$ cat config.mk
export PLATFORM = sky130hd
export DESIGN_NAME = lsu_stage_flat
export DESIGN_NICKNAME = d
export VERILOG_FILES = /design/src/rtl/rapid_pkg.sv /design/src/rtl/lsu_stage_if.sv /design/src/rtl/lsu_align.sv /design/src/rtl/lsu_stage.sv /design/src/flat_wrapper.sv
export SDC_FILE = /design/constraint.sdc
export NUM_CORES = 1
export LEC_CHECK = 0
export BUFFER_PORTS_ARGS = -buffer_cell sky130_fd_sc_hd__buf_2
export CORE_MARGIN = 3
export CORE_UTILIZATION = 50
export DETAILED_ROUTE_END_ITERATION = 12
export GPL_TIMING_DRIVEN = 0
export HOLD_SLACK_MARGIN = 0.06
export PLACE_DENSITY = 0.78
export SLEW_MARGIN = 20
export SYNTH_ARGS = -nofsm -noshare
export SYNTH_HDL_FRONTEND = slang
export SYNTH_SLANG_ARGS = --single-unit
$ cat constraint.sdc
create_clock -name i_clk -period 3.41 [get_ports i_clk]
set_clock_uncertainty 0.1 [all_clocks]
set_input_delay 0.341 -clock i_clk [delete_from_list [all_inputs] [get_ports i_clk]]
set_output_delay 0.341 -clock i_clk [all_outputs]
set_load 0.1 [all_outputs]
$ cat src/rtl/rapid_pkg.sv
// Shared RAPID memory-stage types: access sizes, LSU fault codes, FSM states and defaults.
package rapid_pkg;

  typedef enum logic [1:0] {
    SizeByte  = 2'd0,
    SizeHalf  = 2'd1,
    SizeWord  = 2'd2,
    SizeDword = 2'd3
  } lsu_size_e;

  typedef enum logic [1:0] {
    FaultNone     = 2'd0,
    FaultMisalign = 2'd1,
    FaultTimeout  = 2'd2
  } lsu_fault_e;

  typedef enum logic [1:0] {
    StIdle,
    StReq,
    StResp
  } lsu_state_e;

  localparam int unsigned LSU_TIMEOUT_DEFAULT = 255;

  // Bit mask covering the low 2^size bytes; callers truncate to their datapath width.
  function automatic logic [63:0] lsu_keep_mask(lsu_size_e size);
    case (size)
      SizeByte: lsu_keep_mask = 64'h0000_0000_0000_00FF;
      SizeHalf: lsu_keep_mask = 64'h0000_0000_0000_FFFF;
      SizeWord: lsu_keep_mask = 64'h0000_0000_FFFF_FFFF;
      default:  lsu_keep_mask = 64'hFFFF_FFFF_FFFF_FFFF;
    endcase
  endfunction

endpackage

$ cat src/rtl/lsu_stage_if.sv
// Execute/writeback/cache bundle of the RAPID load/store unit; master is the LSU side.
interface lsu_stage_if #(
  parameter int unsigned XLEN = 32
);
  localparam int unsigned NB = XLEN / 8;

  logic            i_valid;
  logic            i_load;
  logic            i_store;
  logic [1:0]      i_size;
  logic            i_unsigned;
  logic [XLEN-1:0] i_addr;
  logic [XLEN-1:0] i_wdata;
  logic [4:0]      i_rd;
  logic            o_ready;
  logic            o_c_req;
  logic            o_c_we;
  logic [XLEN-1:0] o_c_addr;
  logic [XLEN-1:0] o_c_wdata;
  logic [NB-1:0]   o_c_be;
  logic            i_c_ack;
  logic [XLEN-1:0] i_c_rdata;
  logic            o_valid;
  logic [XLEN-1:0] o_rdata;
  logic [4:0]      o_rd;
  logic [1:0]      o_fault;

  modport master (
    input  i_valid, i_load, i_store, i_size, i_unsigned, i_addr, i_wdata, i_rd,
    input  i_c_ack, i_c_rdata,
    output o_ready, o_c_req, o_c_we, o_c_addr, o_c_wdata, o_c_be,
    output o_valid, o_rdata, o_rd, o_fault
  );

  modport slave (
    output i_valid, i_load, i_store, i_size, i_unsigned, i_addr, i_wdata, i_rd,
    output i_c_ack, i_c_rdata,
    input  o_ready, o_c_req, o_c_we, o_c_addr, o_c_wdata, o_c_be,
    input  o_valid, o_rdata, o_rd, o_fault
  );
endinterface

$ cat src/rtl/lsu_align.sv
// Combinational byte-lane logic: byte enables, store replication and load extension.
// Assumes a naturally aligned offset; shared with the future fetch aligner.
module lsu_align
  import rapid_pkg::*;
#(
  parameter  int unsigned XLEN = 32,
  localparam int unsigned NB   = XLEN / 8,
  localparam int unsigned OffW = $clog2(NB)
) (
  input  lsu_size_e       size_i,
  input  logic [OffW-1:0] off_i,
  input  logic            unsigned_i,
  input  logic [XLEN-1:0] wdata_i,
  input  logic [XLEN-1:0] rdata_i,
  output logic [NB-1:0]   be_o,
  output logic [XLEN-1:0] wdata_o,
  output logic [XLEN-1:0] rdata_o
);

  logic [XLEN-1:0] shifted;
  logic [XLEN-1:0] keep;
  logic            sign;

  always_comb begin
    shifted = rdata_i >> {off_i, 3'b000};
    keep    = XLEN'(lsu_keep_mask(size_i));
    be_o    = '0;
    wdata_o = wdata_i;
    sign    = 1'b0;
    unique case (size_i)
      SizeByte: begin
        be_o    = NB'(1) << off_i;
        wdata_o = {NB{wdata_i[7:0]}};
        sign    = shifted[7];
      end
      SizeHalf: begin
        be_o    = NB'(3) << off_i;
        wdata_o = {(NB/2){wdata_i[15:0]}};
        sign    = shifted[15];
      end
      SizeWord: begin
        be_o    = NB'(15) << off_i;
        wdata_o = {(NB/4){wdata_i[31:0]}};
        sign    = shifted[31];
      end
      default: begin
        be_o    = '1;
        wdata_o = wdata_i;
        sign    = shifted[XLEN-1];
      end
    endcase
    rdata_o = (shifted & keep) | ((sign && !unsigned_i) ? ~keep : '0);
  end

endmodule

$ cat src/rtl/lsu_stage.sv
// RAPID memory-stage load/store unit: cache req/ack handshake, alignment, timeout.
// Build option RAPID_MISALIGN_TRAP_EN: fault misaligned accesses instead of force-aligning.
module lsu_stage
  import rapid_pkg::*;
#(
  parameter int unsigned XLEN        = 32,
  parameter int unsigned TIMEOUT_CYC = LSU_TIMEOUT_DEFAULT
) (
  input logic         i_clk,
  input logic         i_reset,
  lsu_stage_if.master lsu
);

  localparam int unsigned NB   = XLEN / 8;
  localparam int unsigned OffW = $clog2(NB);
  localparam int unsigned CntW = (TIMEOUT_CYC > 1) ? $clog2(TIMEOUT_CYC + 1) : 1;

  lsu_state_e      state_q;
  logic [CntW-1:0] cnt_q;
  logic            ready_q, valid_q, c_req_q, c_we_q;
  logic [XLEN-1:0] c_addr_q, c_wdata_q, res_q, cdata_q;
  logic [NB-1:0]   c_be_q;
  logic [4:0]      rd_out_q, op_rd_q;
  lsu_fault_e      fault_out_q, op_fault_q;
  logic            op_store_q, op_uns_q;
  lsu_size_e       op_size_q;
  logic [OffW-1:0] op_off_q;

  lsu_size_e       size_req, size_eff, al_size;
  logic            dword_bad, timeout_hit;
  logic [OffW-1:0] off_raw, off_eff, size_mask, al_off;
  logic [NB-1:0]   al_be;
  logic [XLEN-1:0] al_wdata, al_rdata, c_addr_next;

  always_comb begin
    size_req  = lsu_size_e'(lsu.i_size);
    dword_bad = (XLEN == 32) && (size_req == SizeDword);
    size_eff  = dword_bad ? SizeWord : size_req;
    unique case (size_eff)
      SizeByte: size_mask = '0;
      SizeHalf: size_mask = OffW'(1);
      SizeWord: size_mask = OffW'(3);
      default:  size_mask = OffW'(7);
    endcase
    off_raw     = lsu.i_addr[OffW-1:0];
    off_eff     = off_raw & ~size_mask;
    c_addr_next = {lsu.i_addr[XLEN-1:OffW], OffW'(0)};
    // The aligner serves the store path while idle and the load path afterwards.
    al_size     = (state_q == StIdle) ? size_eff : op_size_q;
    al_off      = (state_q == StIdle) ? off_eff : op_off_q;
    timeout_hit = (TIMEOUT_CYC != 0) && ((cnt_q + CntW'(1)) == CntW'(TIMEOUT_CYC));
  end

`ifdef RAPID_MISALIGN_TRAP_EN
  logic misal;
  assign misal = dword_bad || (|(off_raw & size_mask));
`endif

  lsu_align #(
    .XLEN(XLEN)
  ) u_align (
    .size_i    (al_size),
    .off_i     (al_off),
    .unsigned_i(op_uns_q),
    .wdata_i   (lsu.i_wdata),
    .rdata_i   (cdata_q),
    .be_o      (al_be),
    .wdata_o   (al_wdata),
    .rdata_o   (al_rdata)
  );

  always_ff @(posedge i_clk) begin
    if (i_reset) begin
      state_q     <= StIdle;
      cnt_q       <= '0;
      ready_q     <= 1'b1;
      valid_q     <= 1'b0;
      c_req_q     <= 1'b0;
      c_we_q      <= 1'b0;
      c_addr_q    <= '0;
      c_wdata_q   <= '0;
      c_be_q      <= '0;
      res_q       <= '0;
      cdata_q     <= '0;
      rd_out_q    <= '0;
      op_rd_q     <= '0;
      fault_out_q <= FaultNone;
      op_fault_q  <= FaultNone;
      op_store_q  <= 1'b0;
      op_uns_q    <= 1'b0;
      op_size_q   <= SizeByte;
      op_off_q    <= '0;
    end else begin
      valid_q <= 1'b0;
      unique case (state_q)
        StIdle: begin
          if (lsu.i_valid) begin
            if (!(lsu.i_load || lsu.i_store)) begin
              valid_q     <= 1'b1;
              res_q       <= '0;
              rd_out_q    <= lsu.i_rd;
              fault_out_q <= FaultNone;
            end else begin
              op_store_q <= lsu.i_store;
              op_size_q  <= size_eff;
              op_off_q   <= off_eff;
              op_uns_q   <= lsu.i_unsigned;
              op_rd_q    <= lsu.i_rd;
              cnt_q      <= '0;
              ready_q    <= 1'b0;
`ifdef RAPID_MISALIGN_TRAP_EN
              if (misal) begin
                op_fault_q <= FaultMisalign;
                state_q    <= StResp;
              end else
`endif
              begin
                op_fault_q <= FaultNone;
                c_req_q    <= 1'b1;
                c_we_q     <= lsu.i_store;
                c_addr_q   <= c_addr_next;
                c_wdata_q  <= al_wdata;
                c_be_q     <= al_be;
                state_q    <= StReq;
              end
            end
          end
        end
        StReq: begin
          if (lsu.i_c_ack) begin
            cdata_q <= lsu.i_c_rdata;
            c_req_q <= 1'b0;
            c_we_q  <= 1'b0;
            c_be_q  <= '0;
            state_q <= StResp;
          end else if (timeout_hit) begin
            op_fault_q <= FaultTimeout;
            c_req_q    <= 1'b0;
            c_we_q     <= 1'b0;
            c_be_q     <= '0;
            state_q    <= StResp;
          end else begin
            cnt_q <= cnt_q + CntW'(1);
          end
        end
        StResp: begin
          valid_q     <= 1'b1;
          res_q       <= (op_store_q || (op_fault_q != FaultNone)) ? '0 : al_rdata;
          rd_out_q    <= op_rd_q;
          fault_out_q <= op_fault_q;
          ready_q     <= 1'b1;
          state_q     <= StIdle;
        end
        default: state_q <= StIdle;
      endcase
    end
  end

  assign lsu.o_ready   = ready_q;
  assign lsu.o_c_req   = c_req_q;
  assign lsu.o_c_we    = c_we_q;
  assign lsu.o_c_addr  = c_addr_q;
  assign lsu.o_c_wdata = c_wdata_q;
  assign lsu.o_c_be    = c_be_q;
  assign lsu.o_valid   = valid_q;
  assign lsu.o_rdata   = res_q;
  assign lsu.o_rd      = rd_out_q;
  assign lsu.o_fault   = fault_out_q;

endmodule

$ cat src/flat_wrapper.sv
// flat-port wrapper written by rule: the top's interface ports become plain ports
module lsu_stage_flat import rapid_pkg::*;
#(
  parameter int unsigned XLEN        = 32,
  parameter int unsigned TIMEOUT_CYC = LSU_TIMEOUT_DEFAULT
)
  (i_clk, i_reset, lsu_i_valid, lsu_i_load, lsu_i_store, lsu_i_size, lsu_i_unsigned, lsu_i_addr, lsu_i_wdata, lsu_i_rd, lsu_i_c_ack, lsu_i_c_rdata, lsu_o_ready, lsu_o_c_req, lsu_o_c_we, lsu_o_c_addr, lsu_o_c_wdata, lsu_o_c_be, lsu_o_valid, lsu_o_rdata, lsu_o_rd, lsu_o_fault);
  lsu_stage_if #(.XLEN(XLEN)) lsu_i ();
  input logic i_clk;
  input logic i_reset;
  input wire logic [$bits(lsu_i.i_valid)-1:0] lsu_i_valid;
  input wire logic [$bits(lsu_i.i_load)-1:0] lsu_i_load;
  input wire logic [$bits(lsu_i.i_store)-1:0] lsu_i_store;
  input wire logic [$bits(lsu_i.i_size)-1:0] lsu_i_size;
  input wire logic [$bits(lsu_i.i_unsigned)-1:0] lsu_i_unsigned;
  input wire logic [$bits(lsu_i.i_addr)-1:0] lsu_i_addr;
  input wire logic [$bits(lsu_i.i_wdata)-1:0] lsu_i_wdata;
  input wire logic [$bits(lsu_i.i_rd)-1:0] lsu_i_rd;
  input wire logic [$bits(lsu_i.i_c_ack)-1:0] lsu_i_c_ack;
  input wire logic [$bits(lsu_i.i_c_rdata)-1:0] lsu_i_c_rdata;
  output wire logic [$bits(lsu_i.o_ready)-1:0] lsu_o_ready;
  output wire logic [$bits(lsu_i.o_c_req)-1:0] lsu_o_c_req;
  output wire logic [$bits(lsu_i.o_c_we)-1:0] lsu_o_c_we;
  output wire logic [$bits(lsu_i.o_c_addr)-1:0] lsu_o_c_addr;
  output wire logic [$bits(lsu_i.o_c_wdata)-1:0] lsu_o_c_wdata;
  output wire logic [$bits(lsu_i.o_c_be)-1:0] lsu_o_c_be;
  output wire logic [$bits(lsu_i.o_valid)-1:0] lsu_o_valid;
  output wire logic [$bits(lsu_i.o_rdata)-1:0] lsu_o_rdata;
  output wire logic [$bits(lsu_i.o_rd)-1:0] lsu_o_rd;
  output wire logic [$bits(lsu_i.o_fault)-1:0] lsu_o_fault;
  assign lsu_i.i_valid = lsu_i_valid;
  assign lsu_i.i_load = lsu_i_load;
  assign lsu_i.i_store = lsu_i_store;
  assign lsu_i.i_size = lsu_i_size;
  assign lsu_i.i_unsigned = lsu_i_unsigned;
  assign lsu_i.i_addr = lsu_i_addr;
  assign lsu_i.i_wdata = lsu_i_wdata;
  assign lsu_i.i_rd = lsu_i_rd;
  assign lsu_i.i_c_ack = lsu_i_c_ack;
  assign lsu_i.i_c_rdata = lsu_i_c_rdata;
  assign lsu_o_ready = lsu_i.o_ready;
  assign lsu_o_c_req = lsu_i.o_c_req;
  assign lsu_o_c_we = lsu_i.o_c_we;
  assign lsu_o_c_addr = lsu_i.o_c_addr;
  assign lsu_o_c_wdata = lsu_i.o_c_wdata;
  assign lsu_o_c_be = lsu_i.o_c_be;
  assign lsu_o_valid = lsu_i.o_valid;
  assign lsu_o_rdata = lsu_i.o_rdata;
  assign lsu_o_rd = lsu_i.o_rd;
  assign lsu_o_fault = lsu_i.o_fault;
  lsu_stage #(.XLEN(XLEN), .TIMEOUT_CYC(TIMEOUT_CYC)) u_core (.i_clk(i_clk), .i_reset(i_reset), .lsu(lsu_i));
endmodule
==> results of run 1 <==
[worst paths after layout]
kind / from / to / slack [ns] / depth (start not counted)
setup / recovery: u_core.state_q[1] / u_core.lsu.o_rdata[11] / 0.25 / 11
hold / removal: lsu_i_c_rdata[10] / u_core.cdata_q[10] / 0.07 / 3
setup reg to reg: u_core.state_q[1] / u_core.lsu.o_rdata[11] / 0.25 / 11
hold reg to reg: u_core.lsu.o_rdata[12] / u_core.lsu.o_rdata[12] / 0.35 / 2
[stage by stage]
step / hold slack (ns) / setup WS (ns) / total power, W
final: 0.0698 / 0.247 / 0.00517
after CTS: 0.0607 / 0.281 / 0.00517
after floorplan: 0.332 / 0.758 / 0.00291
after global placement: 0.337 / 0.314 / 0.00315
after global routing: 0.0676 / 0.00870 / 0.00534
after detailed placement: 0.344 / 0.309 / 0.00316
[layout make-up]
cell class                      instances  area [sq um]
Inverter                                7          26.3
Tap cell                              176           220
Buffer                                 66           307
Antenna cell                            2          5.00
Timing Repair Buffer                  273          1650
Clock buffer                           20           457
Fill cell                            1070          4000
Multi-Input combinational cell        615          3390
Clock inverter                         12           155
Sequential cell                       162          3240
[timing repair]
action | 4_1_cts | 5_1_grt
setup endpoints to repair | 0 | 1
endpoints found under the hold margin | 56 | 0
setup buffers | 0 | 0
gates resized for setup | 0 | 1
hold buffers | 56 | 0
[cell families (layout without fill, tap and decap cells)]
| family | Yosys count | count (layout) | share of synthesized area |
|---|---|---|---|
| adder cells (fa/ha/maj) | 7 | 7 | 0.0126 |
| multiplexers | 20 | 20 | 0.0417 |
| buffers and inverters | 73 | 378 | 0.0478 |
| XOR/XNOR | 5 | 5 | 0.00629 |
| other | 1 | 5 | 0.000539 |
| AND/OR/NAND/NOR | 344 | 344 | 0.205 |
| flip-flops | 162 | 162 | 0.466 |
| AO/OA/AOI/OAI | 236 | 236 | 0.220 |
[flip-flops by register name, indices dropped and copies added (netlist names), 2 cells and up]
register and cells:
u_core.state_q 2, u_core.op_rd_q 5, u_core.lsu.o_rdata 32, u_core.op_size_q 2, u_core.op_off_q 2, u_core.cdata_q 32
u_core.lsu.o_rd 5, u_core.cnt_q 8, u_core.lsu.o_c_wdata 32, u_core.lsu.o_c_be 4, u_core.lsu.o_c_addr 30
[per-layer routing]
layer,vias up,track usage
met4,0,0.107
met5,-,0
met1,3400,0.361
met3,48,0.0645
li1,3506,-
met2,324,0.468
[power breakdown]
| group | switching (W) | internal, W |
|---|---|---|
| Clock | 0.000788 | 0.00119 |
| Combinational | 0.000871 | 0.000281 |
| Sequential | 0.0000565 | 0.00198 |
| Total | 0.00171 | 0.00346 |
[critical path, delay by kind of cell, from the launching register on]
family	cells	cell delay (ns)
multiplexers	1	0.42
flip-flops	1	0.30
adder cells (fa/ha/maj)	1	0.32
AO/OA/AOI/OAI	4	0.89
AND/OR/NAND/NOR	3	0.50
buffers and inverters	2	0.57
[layout by cell type (no fill, tap or decap), types with 4 or more instances in the layout]
cell	count
nand2_1	242
buf_2	231
dfxtp_1	162
a21oi_1	106
dlygate4sd3_1	56
nor2_1	53
clkbuf_1	43
a211oi_1	22
o21ai_1	21
o21ai_0	20
clkbuf_16	17
a22oi_1	16
a221oi_1	16
nand2b_1	14
mux2i_1	11
a311oi_1	8
inv_1	7
nor3_1	7
mux4_2	7
ha_1	7
nand3_1	6
buf_4	5
o2bb2ai_1	5
nor2_2	4
a22o_1	4
==> results.ini, run 1 <==
[run_status]
run_status=finished, final reports clean

[power_and_ir_drop]
max-vdd-ir-drop_uv=440
power_density_nw_per_um2=547
p_leak_nw=4.05

[sta]
setup_viol_count_final=0
rsz0062_at_grt=false
maxSlewViolCount=0
worst-slew-pin-transition_ns=0.628
slew_headroom=0.578
fin_setup_tns_ns=0
layout_min_cycle_time_ns=3.16
hold_violations=0
fin_crit_sh=0.927
max_freq_mhz=316

[die]
start_util=0.517
dieArea_sq_um=15400
die_y_microns=124
coreArea_sq_um=13500
row_count=42
num_io_pins=221
die_w_microns=124

[clock_network]
clk_latency_ns=0.42
cts_num_sinks=162
cts_buffer_depth=2
cts_buffers=17
clk_pin_slew_worst_paths_ns=0.06
cts_tree=done
root_buffer=clkbuf_16
cts_max_level=4

[route]
first_pass_iters=5
drt_iter0_drc=595
drt-total-wl_mm=22.2
top_layer_used=met4
via_per_inst=5.46
route.met2.wl_mm=10.7
met1_length_mm=9.09
drc_errors=0
detail-route-antenna-nets=0
dr_wl_met3_mm=1.79
dr_total_vias=7278
wire_per_inst_microns=16.6

[hold_path]
hold_path.class=in2reg

[synthesis]
synth_common_cells=nand2_1 (242), dfxtp_1 (162), a21oi_1 (106), nor2_1 (54), clkbuf_1 (42)
syn_area_per_cell_sq_um=8.21
syn-cell-area_sq_um=6960
netlist-cell-type-count=55
synthTopCellsByArea=dfxtp_1 (47%), nand2_1 (13%), a21oi_1 (7.6%), nor2_1 (2.9%), a211oi_1 (2.4%)
synth_seq_cells=162
ys_seq_area_frac=0.466
syn_inst=848
synthFlopType=dfxtp_1
synth_edf_count=0
synth_top_area_frac=0.466
synth_top_cell_by_area=dfxtp_1
synth-warning-count=0
synthArstFlopShare=0
post-synth-top-count-cell=nand2_1

[critical_path]
worstSetupEndpointType=flop
critPathRequiredTime_ns=3.67
cp-start-kind=flop
worstPathCellList=buf_2 > nor2_1 > mux2i_1 > ha_1 > clkbuf_1 > nor3_1 > nor2_1 > o31ai_2 > a2111oi_4 > o31ai_4 > o21ai_1
cpPeakStageDelay_ns=0.43
path_class=reg2reg
cp_max_fo=10
cp.arrival_ns=3.42
crit_top_cell=nor2_1
slowest_stage=a2111oi_4

[finish]
area_growth_pct=35.8
layout.cells.non_filler=1333
drive_above_1_share=0.257
utilization=0.703
fin_area_sq_um=9450
final_nets=1259

[global_routing]
overflow=0
grt_start_max_net_pins=17
track_usage=0.283
grt_first_pass_wirelength_mm=33.9
antenna_found_initial=0
grt_pass1_vias=6916

[place]
placed_cells=1243
placed_area_sq_um=8270
hpwl_mm=15.5
place_congestion=0.929
io_buffers=217

[flow_run]
cap_violations=0

Note: power is estimated with default switching activity, not from simulation.
==> run 2: changes to the inputs <==
CORE_UTILIZATION = 40   (was 50)
PLACE_DENSITY = 0.64   (was 0.78)
==> results.ini, run 2 (synthesis results as in run 1) <==
[run_status]
run_status=finished, final reports clean

[power_and_ir_drop]
power_density_nw_per_um2=529  ; -3.3%
comb_power_share=0.228  ; +0.005
clkPwrFrac=0.372  ; -0.011
max-vdd-ir-drop_uv=365  ; -17%
internal_power_w=0.00326  ; -5.7%
p_sw_w=0.00183  ; +6.7%
p_leak_nw=4.10  ; +1.3%
p_total_w=0.00509  ; -1.6%
netSwitchingFraction=0.360  ; +0.0280
sequentialPowerShare=0.400  ; +0.006

[die]
die_y_microns=138  ; +11%
die_w_microns=138  ; +11%
num_io_pins=221  ; unchanged
coreArea_sq_um=16800  ; +25%
dieArea_sq_um=19000  ; +24%
row_count=47  ; +12%
start_util=0.414  ; -0.104

[critical_path]
cp-start-kind=flop
path_class=reg2reg
critPathRequiredTime_ns=3.68  ; about the same
crit_path_start=u_core.state_q[1]
cp_max_fo=10  ; unchanged
r2r_cells=11  ; unchanged
cp.arrival_ns=3.33  ; -0.09 ns
reg2reg_slack_ns=0.34  ; +0.10 ns
r2r_end=u_core.lsu.o_rdata[10]
r2r-start=u_core.state_q[1]
worstSetupEndpointType=flop

[finish]
drive_above_1_share=0.256  ; -0.00115
layout_common_cells=nand2_1 (242), buf_2 (231), dfxtp_1 (162)
final_nets=1272  ; +1.0%
multi_input_area_sq_um=3390  ; unchanged
seqCellArea_sq_um=3240  ; unchanged
num-fill-cells=1610  ; +50%
fin_area_sq_um=9620  ; +1.8%
mostFrequentLayoutCell=nand2_1
area_growth_pct=38.2

[global_routing]
antenna_found_initial=0  ; unchanged
grt_start_max_net_pins=19  ; +2
track_usage=0.229  ; -0.0540
grt_pass1_vias=6518  ; -5.8%
grt_first_pass_wirelength_mm=34.0  ; +0.10%
overflow=0  ; unchanged

[place]
placed_area_sq_um=8330  ; +0.67%
place_ws_ns=0.228  ; -0.0809 ns
hpwl_mm=16.3  ; +5.4%
place_congestion=0.833  ; -10%
io_buffers=217  ; unchanged

[flow_run]
cap_violations=0  ; unchanged

[sta]
slew_headroom=0.552  ; -0.0269
layout_min_cycle_time_ns=3.07  ; -0.0960 ns
fin_ws_ns=0.343  ; +0.0960 ns
max_freq_mhz=326  ; +3.1%
worst-slew-pin-transition_ns=0.673  ; +0.0446 ns
setup_viol_count_final=0  ; unchanged
fin_crit_sh=0.899  ; -0.0281
fin_setup_tns_ns=0  ; unchanged
maxSlewViolCount=0  ; unchanged
rsz0062_at_grt=false
hold_violations=0  ; unchanged

[route]
dr_total_vias=7130  ; -2.0%
detail-route-antenna-nets=0  ; unchanged
drt_iter0_drc=449  ; -25%
first_pass_iters=8  ; +3
drc_errors=0  ; unchanged
wire_per_inst_microns=16.1  ; -3.3%
via_per_inst=5.13  ; -6.1%
drt-total-wl_mm=22.4  ; +0.92%

[clock_network]
cts_max_level=4  ; unchanged
cts_buffer_depth=2  ; unchanged
cts_num_sinks=162  ; unchanged
cts_tree=done
clk_latency_ns=0.44  ; +0.02 ns
clk_pin_slew_worst_paths_ns=0.07  ; about the same
cts_buffers=17  ; unchanged
root_buffer=clkbuf_16

[hold_path]
min-delay-start=lsu_i_c_rdata[13]
hold_path_depth=3  ; unchanged
hold_path.class=in2reg
min_to=u_core.cdata_q[13]

[run 2: cell types whose count changed in the layout (fill, tap and decap cells not counted), sizes merged]
cell         delta
bufinv          -3
clkbuf          -3
clkinv          +1
clkinvlp        -2
diode           +1
dlygate4sd3    +13
inv             +7
[run 2: power by group through the flow]
stage / Sequential (W) / Combinational, W / Clock [W]
floorplan: 0.00256 / 0.000352 / 0
global placement: 0.00208 / 0.00109 / 0
detailed placement: 0.00208 / 0.00109 / 0
CTS: 0.00204 / 0.00116 / 0.00192
global route: 0.00205 / 0.00123 / 0.00199
finish: 0.00204 / 0.00116 / 0.00189
[run 2: final cells by class]
type | count | share of cell area
timing repair buffer | 286 | 0.185
multi-input combinational | 615 | 0.353
clock buffer | 17 | 0.0442
clock inverter | 15 | 0.0170
inverter | 7 | 0.00273
buffer | 66 | 0.0320
antenna | 3 | 0.000780
sequential | 162 | 0.337
tap | 220 | 0.0286
[run 2: through the flow]
step / hold WS [ns] / utilization / std cells
after floorplan: 0.332 / - / 850
after global placement: 0.339 / 0.495 / 1287
after detailed placement: 0.341 / 0.495 / 1287
after CTS: 0.0603 / 0.571 / 1388
after global routing: 0.0698 / 0.572 / 1388
final: 0.0691 / 0.572 / 1391
[run 2: critical path, stage by stage, from the launching register on]
cell and delay (ns):
dfxtp_1 0.29, buf_2 0.18, nor2_1 0.30, mux2i_1 0.42
ha_1 0.33, clkbuf_2 0.29, nor3_1 0.07, nor2_1 0.13
o31ai_2 0.10, a2111oi_4 0.44, o31ai_4 0.19, o21ai_1 0.16
[run 2: metal layers]
layer / global-route usage / routed length, microns / vias to the layer above
met4: 0.0609 / 382 / 0
met1: 0.305 / 9870 / 3327
met5: 0 / 0 / -
met3: 0.0468 / 1400 / 26
li1: - / - / 3537
met2: 0.379 / 10700 / 240
[run 2: how the worst max path moves through the flow]
stage | end | slack [ns] | depth (start not counted)
global route | u_core.lsu.o_rdata[10] | 0.14 | 11
global placement | u_core.lsu.o_rdata[11] | 0.27 | 11
floorplan | u_core.lsu.o_rdata[10] | 0.76 | 11
detailed placement | u_core.lsu.o_rdata[10] | 0.23 | 11
CTS | u_core.lsu.o_rdata[10] | 0.21 | 11
finish | u_core.lsu.o_rdata[10] | 0.34 | 11
[run 2: what timing repair did]
item,CTS,global route
endpoints found under the hold margin,69,0
setup endpoints to repair,0,15
hold buffers,69,0
setup buffers,0,0
resized for setup,0,3
